**config.mk**
```make
export PLATFORM = sky130hd
export DESIGN_NAME = lru_request_feeder
export DESIGN_NICKNAME = d
export VERILOG_FILES = /design/src/rtl/lru_pkg.sv /design/src/rtl/lru_req_fifo.sv /design/src/rtl/lru_request_feeder.sv
export SDC_FILE = /design/constraint.sdc
export NUM_CORES = 1
export LEC_CHECK = 0
export BUFFER_PORTS_ARGS = -buffer_cell sky130_fd_sc_hd__buf_2
export CAP_MARGIN = 0
export CORE_MARGIN = 2
export CORE_UTILIZATION = 45
export DETAILED_ROUTE_END_ITERATION = 6
export HOLD_SLACK_MARGIN = 0.12
export PLACE_DENSITY = 0.61
export SYNTH_ARGS = -nofsm -noshare
export SYNTH_HDL_FRONTEND = slang
export SYNTH_SLANG_ARGS = --single-unit
```
**constraint.sdc**
```tcl
create_clock -name clk -period 3.1 [get_ports clk]
set_input_delay 0.465 -clock clk [delete_from_list [all_inputs] [get_ports clk]]
set_output_delay 0.465 -clock clk [all_outputs]
set_load 0.01 [all_outputs]
```
**src/rtl/lru_pkg.sv**
```systemverilog
// Shared types and constants for the LRU request feeder slice.
package lru_pkg;

   typedef enum logic [1:0] {
      S_IDLE      = 2'd0,
      S_WAIT_BUSY = 2'd1,
      S_WAIT_IDLE = 2'd2
   } feeder_state_e;

   localparam logic [1:0]  LRU_ST_IDLE = 2'd0;
   localparam int unsigned LRU_DATA_W  = 8;

endpackage

```
**src/rtl/lru_req_fifo.sv**
```systemverilog
// Synchronous DEPTH x DATA_W request FIFO; push is refused when full, pop when empty.
module lru_req_fifo
   import lru_pkg::*;
#(
   parameter int unsigned DATA_W = LRU_DATA_W,
   parameter int unsigned DEPTH  = 8
) (
   input  logic                       clk,
   input  logic                       rst,
   input  logic                       push_i,
   input  logic [DATA_W-1:0]          push_data_i,
   input  logic                       pop_i,
   output logic [DATA_W-1:0]          head_o,
   output logic                       full_o,
   output logic                       empty_o,
   output logic [$clog2(DEPTH):0]     count_o
);

   localparam int unsigned AW = $clog2(DEPTH);
   localparam int unsigned CW = AW + 1;

   logic [DATA_W-1:0] mem_q [DEPTH];
   logic [AW-1:0]     wr_ptr_q, rd_ptr_q;
   logic [CW-1:0]     count_q;
   logic              do_push, do_pop;

   assign full_o  = (count_q == CW'(DEPTH));
   assign empty_o = (count_q == '0);
   assign count_o = count_q;
   assign head_o  = mem_q[rd_ptr_q];

   assign do_push = push_i && !full_o;
   assign do_pop  = pop_i && !empty_o;

   always_ff @(posedge clk) begin
      if (!rst) begin
         wr_ptr_q <= '0;
         rd_ptr_q <= '0;
         count_q  <= '0;
      end else begin
         if (do_push) wr_ptr_q <= wr_ptr_q + AW'(1);
         if (do_pop)  rd_ptr_q <= rd_ptr_q + AW'(1);
         case ({do_push, do_pop})
            2'b10:   count_q <= count_q + CW'(1);
            2'b01:   count_q <= count_q - CW'(1);
            default: count_q <= count_q;
         endcase
      end
   end

   // Storage is not reset; reset empties the FIFO through the pointers and count.
   always_ff @(posedge clk) begin
      if (do_push) mem_q[wr_ptr_q] <= push_data_i;
   end

endmodule

```
**src/rtl/lru_request_feeder.sv**
```systemverilog
// Paces a byte stream into the 4-entry LRU buffer, one held request at a time.
// Optional watchdog enabled by defining LRU_FEEDER_TIMEOUT_EN.
module lru_request_feeder
   import lru_pkg::*;
#(
   parameter int unsigned DATA_W      = LRU_DATA_W,
   parameter int unsigned DEPTH       = 8,
   parameter int unsigned TIMEOUT_CYC = 32
) (
   input  logic                       clk,
   input  logic                       rst,
   input  logic                       in_valid,
   input  logic [DATA_W-1:0]          in_data,
   output logic                       in_ready,
   input  logic [1:0]                 lru_state,
   output logic                       lru_valid,
   output logic [DATA_W-1:0]          lru_data,
   output logic [$clog2(DEPTH):0]     fifo_count,
   output logic [15:0]                issued_cnt,
   output logic                       timeout_err
);

   if ((DEPTH < 2) || ((DEPTH & (DEPTH - 1)) != 0)) begin : g_bad_depth
      $error("DEPTH must be a power of two and at least 2");
   end
   if (TIMEOUT_CYC < 2) begin : g_bad_timeout
      $error("TIMEOUT_CYC must be at least 2");
   end

   feeder_state_e     state_q;
   logic              valid_q;
   logic [DATA_W-1:0] data_q;
   logic [15:0]       issued_q;
   logic [DATA_W-1:0] head;
   logic              fifo_full, fifo_empty;
   logic              issue, wdog_expire;

   assign issue = (state_q == S_IDLE) && !fifo_empty && (lru_state == LRU_ST_IDLE);

   lru_req_fifo #(.DATA_W(DATA_W), .DEPTH(DEPTH)) u_fifo (
      .clk         (clk),
      .rst         (rst),
      .push_i      (in_valid),
      .push_data_i (in_data),
      .pop_i       (issue),
      .head_o      (head),
      .full_o      (fifo_full),
      .empty_o     (fifo_empty),
      .count_o     (fifo_count)
   );

   assign in_ready   = !fifo_full;
   assign lru_valid  = valid_q;
   assign lru_data   = data_q;
   assign issued_cnt = issued_q;

   // WAIT_BUSY absorbs the cycle before the buffer's registered state reflects the request.
   always_ff @(posedge clk) begin
      if (!rst) begin
         state_q  <= S_IDLE;
         valid_q  <= 1'b0;
         data_q   <= '0;
         issued_q <= '0;
      end else begin
         valid_q <= 1'b0;
         case (state_q)
            S_IDLE: if (issue) begin
               data_q   <= head;
               valid_q  <= 1'b1;
               issued_q <= issued_q + 16'd1;
               state_q  <= S_WAIT_BUSY;
            end
            S_WAIT_BUSY: if (lru_state != LRU_ST_IDLE) state_q <= S_WAIT_IDLE;
            S_WAIT_IDLE: if (lru_state == LRU_ST_IDLE) state_q <= S_IDLE;
            default:     state_q <= S_IDLE;
         endcase
         if (wdog_expire) state_q <= S_IDLE;
      end
   end

`ifdef LRU_FEEDER_TIMEOUT_EN
   localparam int unsigned TW = $clog2(TIMEOUT_CYC + 1);

   logic [TW-1:0] tmo_q;
   logic          terr_q;

   assign wdog_expire = (state_q != S_IDLE) && (tmo_q == TW'(TIMEOUT_CYC - 1));
   assign timeout_err = terr_q;

   always_ff @(posedge clk) begin
      if (!rst) begin
         tmo_q  <= '0;
         terr_q <= 1'b0;
      end else if (state_q == S_IDLE) begin
         tmo_q <= '0;
      end else if (wdog_expire) begin
         tmo_q  <= '0;
         terr_q <= 1'b1;
      end else begin
         tmo_q <= tmo_q + TW'(1);
      end
   end
`else
   assign wdog_expire = 1'b0;
   assign timeout_err = 1'b0;
`endif

endmodule

```
==> impl_metrics.toml, run 1 <==
[power]
p_clk_share_pct = 29.9
p_per_area_nw_per_um2 = 592
p_sw_mw = 0.760
switching_share_pct = 27.8
p_leak_nw = 1.64
p_int_mw = 1.97
ir_drop_mv = 0.340
power_frac_comb_pct = 13.1
power_frac_seq_pct = 57.0

[synthesis]
syn_area_per_cell_um2 = 14.0
ys_seq_area_share_pct = 65.0
yosysUniqueCellTypes = 46
synthCells = 293
synth.cell_area_um2 = 4100
synth_nets = 312
yosys_warnings = 0
ys_ff_latch = 101

[detailed_routing]
wl_per_cell_um = 17.2
dr_total_vias = 2526
postRouteAntennaNets = 0
drc = 0
drt_first_iter_violations = 90
dr.pass1.iters = 4
drt-vias-per-instance = 5.61
routed_wl_um = 7740

[global_route]
grt_pass1_vias = 2418
grt_util_all_layers_pct = 16.9
grt-ovfl-total = 0
grt_pass1_wl_um = 12600
grt_max_degree = 21
antenna_found_initial = 0

[clock_tree]
clockRootBuffer = "clkbuf_8"
cts.path.max_buffers = 2
cts-htree-levels = 3
insertion_delay_ns = 0.37
tritoncts = "built"
cts_resized = 0
tritoncts.num_buffers = 9
ctsHoldBuffers = 0
clkSlewWorstSetupHoldPaths_ns = 0.11
cts_sinks = 101
post-cts-setup-buffers = 0

[timing]
max_slew_margin_pct = 39.1
finClkSkew_ns = 0.0132
fin_crit_ns = 2.77
hold_violations = 0
slew_violations = 0
fin_setup_tns_ns = 0
timing.fmax_mhz = 361
setup_viol = 0
rsz0062_at_grt = "no"
worst_pin_slew_ns = 0.910
timing.final.crit_share_pct = 89.4
hold_ws_ns = 0.358

[layout]
fillers = 724
regArea_um2 = 2660
multi_input_area_um2 = 1350
final_common_cell = "edfxtp_1"
n_antenna_cell = 0
final_cell_mix = "edfxtp_1 (64), buf_2 (42), dfxtp_1 (37)"
drive_gt1_share_pct = 26.3
layout.nets = 356
fin_util_pct = 52.7
area_growth_pct = 12.6
final_cell_count_no_fill = 450

[placed_design]
gp_congestion = 0.795
port_buffers = 42
hpwl_um = 5130
dp.cells = 434

[worst_setup_path]
r2r.worst_path.cells = 10
crit_arrival_ns = 3.07
crit_required_ns = 3.40
r2r_setup_slack_ns = 0.33
path_class = "register to register"
worst-path-max-fanout = 14
cp-start-kind = "register"
endpoint_kind = "register"

[job]
drv_cap = 0

[floorplanning]
initial_core_util_pct = 46.8
die_area_um2 = 9890
io_pins = 44
die_w_um = 99.4
core_um2 = 8760
rows = 34
die_h_um = 99.4

[outcome]
status = "finished clean"

[min_path]
hold_depth = 1
worstHoldPathType = "primary input to register"
[layout make-up]
class | instances | area share [%]
multi-input combinational | 173 | 29.2
sequential | 101 | 57.7
inverter | 3 | 0.244
tap | 108 | 2.93
timing repair buffer | 49 | 5.69
clock inverter | 7 | 1.60
clock buffer | 9 | 2.68
[worst max-delay path, cell delays in order (launching register included)]
cell and delay [ns]:
dfxtp_1 0.41, or4_1 0.65, nand2_4 0.17, inv_2 0.13, ha_1 0.29, xor2_1 0.17, ha_1 0.18, a21oi_1 0.14
xor2_1 0.10, or3_1 0.31, a21oi_1 0.14
[path summary, 6_finish.rpt]
path,endpoint,startpoint
min reg2reg,issued_cnt[15],issued_cnt[15]
max,u_fifo.count_o[2],u_fifo.count_o[1]
min,u_fifo.mem_q[3][3],in_data[3]
max reg2reg,u_fifo.count_o[2],u_fifo.count_o[1]
[flip-flops by register name (all words and copies together) (netlist names)]
name             flops
u_fifo.mem_q        64
lru_data             8
u_fifo.rd_ptr_q      3
lru_valid            1
state_q              2
u_fifo.count_o       4
issued_cnt          16
u_fifo.wr_ptr_q      3
[through the flow]
| stage | setup slack [ns] | total power, mW | cell area (um^2) |
|---|---|---|---|
| 2_1_floorplan | 0.431 | 1.84 | 4100 |
| 3_3_place_gp | 0.404 | 1.95 | 4420 |
| 3_5_place_dp | 0.353 | 1.95 | 4420 |
| 4_1_cts | 0.324 | 2.77 | 4620 |
| 5_1_grt | 0.116 | 2.87 | 4620 |
| 6_report | 0.329 | 2.73 | 4620 |
[layer usage]
| metal | vias up | track usage, % | wire length [um] |
|---|---|---|---|
| met2 | 57 | 29.1 | 3930 |
| met1 | 1252 | 21.0 | 3350 |
| met4 | 0 | 6.01 | 111 |
| li1 | 1208 | - | - |
| met3 | 9 | 3.65 | 348 |
| met5 | - | 0 | 0 |
[kinds of logic (layout without fill, tap and decap cells)]
| group | count (synthesis) | count (layout) | share of synthesized area (%) |
|---|---|---|---|
| AO/OA/AOI/OAI | 43 | 43 | 6.17 |
| XOR/XNOR | 14 | 14 | 2.99 |
| adder cells (fa/ha/maj) | 6 | 6 | 1.83 |
| buffers and inverters | 19 | 68 | 2.20 |
| flip-flops | 101 | 101 | 65.0 |
| multiplexers | 18 | 18 | 9.28 |
| other | 1 | 1 | 0.0915 |
| AND/OR/NAND/NOR | 91 | 91 | 12.5 |
[cell usage after synthesis (all sizes together)]
master | count | share of area [%]
nor3 | 6 | 0.73
or3 | 4 | 0.73
conb | 1 | 0.091
nand2b | 3 | 0.46
or2 | 1 | 0.15
ha | 6 | 1.8
and4 | 1 | 0.21
nor4b | 1 | 0.21
nor2 | 25 | 2.3
clkbuf | 8 | 0.76
o211a | 1 | 0.24
clkinv | 1 | 0.091
or4b | 1 | 0.24
mux4 | 16 | 8.8
xnor2 | 6 | 1.3
and3 | 1 | 0.15
a21oi | 12 | 1.5
nand2 | 17 | 1.8
or4 | 10 | 1.9
o31ai | 7 | 1.3
buf | 8 | 1.2
nor2b | 1 | 0.15
o22ai | 8 | 1.2
xor2 | 8 | 1.7
o211ai | 2 | 0.37
edfxtp | 64 | 47
nor4 | 5 | 1.1
o21ai | 13 | 1.6
dfxtp | 37 | 18
inv | 2 | 0.18
nor4bb | 1 | 0.24
nand3 | 12 | 1.6
nand4 | 2 | 0.46
mux2i | 2 | 0.49
[power groups by stage]
stage	Clock [mW]	Combinational [mW]	Sequential (mW)
2_1_floorplan	0	0.266	1.58
3_3_place_gp	0	0.360	1.59
3_5_place_dp	0	0.363	1.59
4_1_cts	0.845	0.365	1.56
5_1_grt	0.897	0.401	1.57
6_report	0.817	0.358	1.56
(Power assumes the default switching activity.)
==> run 2: changes to the inputs <==
--- a/config.mk
+++ b/config.mk
@@ -8,10 +8,10 @@
 export BUFFER_PORTS_ARGS = -buffer_cell sky130_fd_sc_hd__buf_2
 export CAP_MARGIN = 0
 export CORE_MARGIN = 2
-export CORE_UTILIZATION = 45
+export CORE_UTILIZATION = 55
 export DETAILED_ROUTE_END_ITERATION = 6
 export HOLD_SLACK_MARGIN = 0.12
-export PLACE_DENSITY = 0.61
+export PLACE_DENSITY = 0.72
 export SYNTH_ARGS = -nofsm -noshare
 export SYNTH_HDL_FRONTEND = slang
 export SYNTH_SLANG_ARGS = --single-unit
==> run 2 against run 1 <==
- clock power shrank 3.2%
- routed wire length shrank 0.12%
- design area shrank 0.11%
- register-to-register slack is essentially flat
- maximum frequency grew 0.39%
==> impl_metrics.toml, run 2 (synthesis results as in run 1) <==
[worst_setup_path]
path_class = "register to register"
slowest_delay_ns = 0.69
slowest_stage = "or4_1"
crit_arrival_ns = 3.06
cp_num_buf_inv = 1
crit_required_ns = 3.40
cp_top_family = "simple AND/OR/NAND/NOR gates"
cp-start-kind = "register"
worstPathCellList = "or4_1 -> nand2_4 -> inv_2 -> ha_1 -> xor2_1 -> ha_1 -> a21oi_1 -> xor2_1 -> or3_1 -> a21oi_1"
endpoint_kind = "register"
worst-path-max-fanout = 14

[global_route]
grt_max_degree = 20
grt_util_all_layers_pct = 20.5
grt_pass1_vias = 2433
antenna_found_initial = 0
grt_pass1_wl_um = 12700
grt-ovfl-total = 0

[clock_tree]
cts.path.max_buffers = 2
tritoncts = "built"
cts_sinks = 101
tritoncts.num_buffers = 9
insertion_delay_ns = 0.36
cts_resized = 0
clkSlewWorstSetupHoldPaths_ns = 0.10
post-cts-setup-buffers = 0
clockRootBuffer = "clkbuf_8"
ctsHoldBuffers = 0
cts-htree-levels = 3

[detailed_routing]
wl_per_cell_um = 17.4
wl_met1_um = 3460
dr_wl_met3_um = 276
wl_met2_um = 3850
routed_wl_um = 7730
top_layer = "met4"
dr.pass1.iters = 4
drt_first_iter_violations = 145
drc = 0
dr_total_vias = 2549
drt-vias-per-instance = 5.75
postRouteAntennaNets = 0

[power]
p_per_area_nw_per_um2 = 588
p_leak_nw = 1.65
fin_total_pwr_mw = 2.71
p_int_mw = 1.97
p_sw_mw = 0.745
power_frac_comb_pct = 13.7
switching_share_pct = 27.5
power_frac_seq_pct = 57.1
ir_drop_mv = 0.390
p_clk_share_pct = 29.1

[timing]
timing.fmax_mhz = 362
finClkSkew_ns = 0.00773
worst_pin_slew_ns = 0.895
max_slew_margin_pct = 40.3
rsz0062_at_grt = "no"
fin_crit_ns = 2.76
hold_violations = 0
hold_ws_ns = 0.365
setup_viol = 0
fin_setup_tns_ns = 0
slew_violations = 0
timing.final.crit_share_pct = 89.0

[layout]
fin_util_pct = 63.6
fin_area_um2 = 4610
largest_reg_flops = 64
final_cell_mix = "edfxtp_1 (64), buf_2 (42), dfxtp_1 (37)"
n_antenna_cell = 0
area_growth_pct = 12.5
final_common_cell = "edfxtp_1"
layout.nets = 358
drive_gt1_share_pct = 26.7
regMostFlops = "u_fifo.mem_q"

[job]
drv_cap = 0

[placed_design]
gp_congestion = 0.791
place_area_um2 = 4420
hpwl_um = 5190
port_buffers = 42

[floorplanning]
initial_core_util_pct = 56.5
die_h_um = 90.3
rows = 31
die_area_um2 = 8160
die_w_um = 90.3
core_um2 = 7250
io_pins = 44

[min_path]
worstHoldPathType = "primary input to register"

[outcome]
status = "finished clean"
[run 2: cell count changes in the layout (fill, tap and decap cells not counted)]
cell        delta
buf_4          +2
clkinv_8       -1
clkinvlp_4     +1
[run 2: cell type report]
type	count	area [um^2]
Timing Repair Buffer	51	278
Tap cell	99	124
Inverter	3	11.3
Fill cell	579	2640
Sequential cell	101	2660
Clock buffer	9	124
Multi-Input combinational cell	173	1350
Clock inverter	7	65.1
[run 2: metrics by stage]
| step | instances | setup WS [ns] |
|---|---|---|
| 2_1_floorplan | 293 | 0.431 |
| 3_3_place_gp | 427 | 0.428 |
| 3_5_place_dp | 427 | 0.370 |
| 4_1_cts | 443 | 0.338 |
| 5_1_grt | 443 | 0.150 |
| 6_report | 443 | 0.340 |
[run 2: worst register-to-register path, delay by kind of cell, from the launching register on]
| kind | cells | cell delay [ns] |
|---|---|---|
| simple gates | 3 | 1.18 |
| compound gates | 2 | 0.28 |
| flops | 1 | 0.39 |
| xor+xnor | 2 | 0.25 |
| fa+ha+maj | 2 | 0.47 |
| buf+inv | 1 | 0.13 |
[run 2: final timing paths]
path,startpoint,end,slack [ns],cells past startpoint
min,in_data[5],u_fifo.mem_q[3][5],0.37,1
max,u_fifo.count_o[0],u_fifo.count_o[2],0.34,10
max reg2reg,u_fifo.count_o[0],u_fifo.count_o[2],0.34,10
min reg2reg,issued_cnt[15],issued_cnt[15],0.49,2
[run 2: per-layer routing]
| layer | up-vias | track usage, % |
|---|---|---|
| met5 | - | 0 |
| met4 | 0 | 7.18 |
| met3 | 12 | 4.67 |
| met2 | 63 | 34.1 |
| met1 | 1263 | 26.9 |
| li1 | 1211 | - |
[run 2: power groups by stage]
| stage | Sequential [mW] | Clock, mW | Combinational [mW] |
|---|---|---|---|
| 4_1_cts | 1.55 | 0.808 | 0.379 |
| 2_1_floorplan | 1.58 | 0 | 0.266 |
| 3_5_place_dp | 1.58 | 0 | 0.376 |
| 5_1_grt | 1.56 | 0.872 | 0.412 |
| 3_3_place_gp | 1.58 | 0 | 0.365 |
| 6_report | 1.55 | 0.791 | 0.372 |
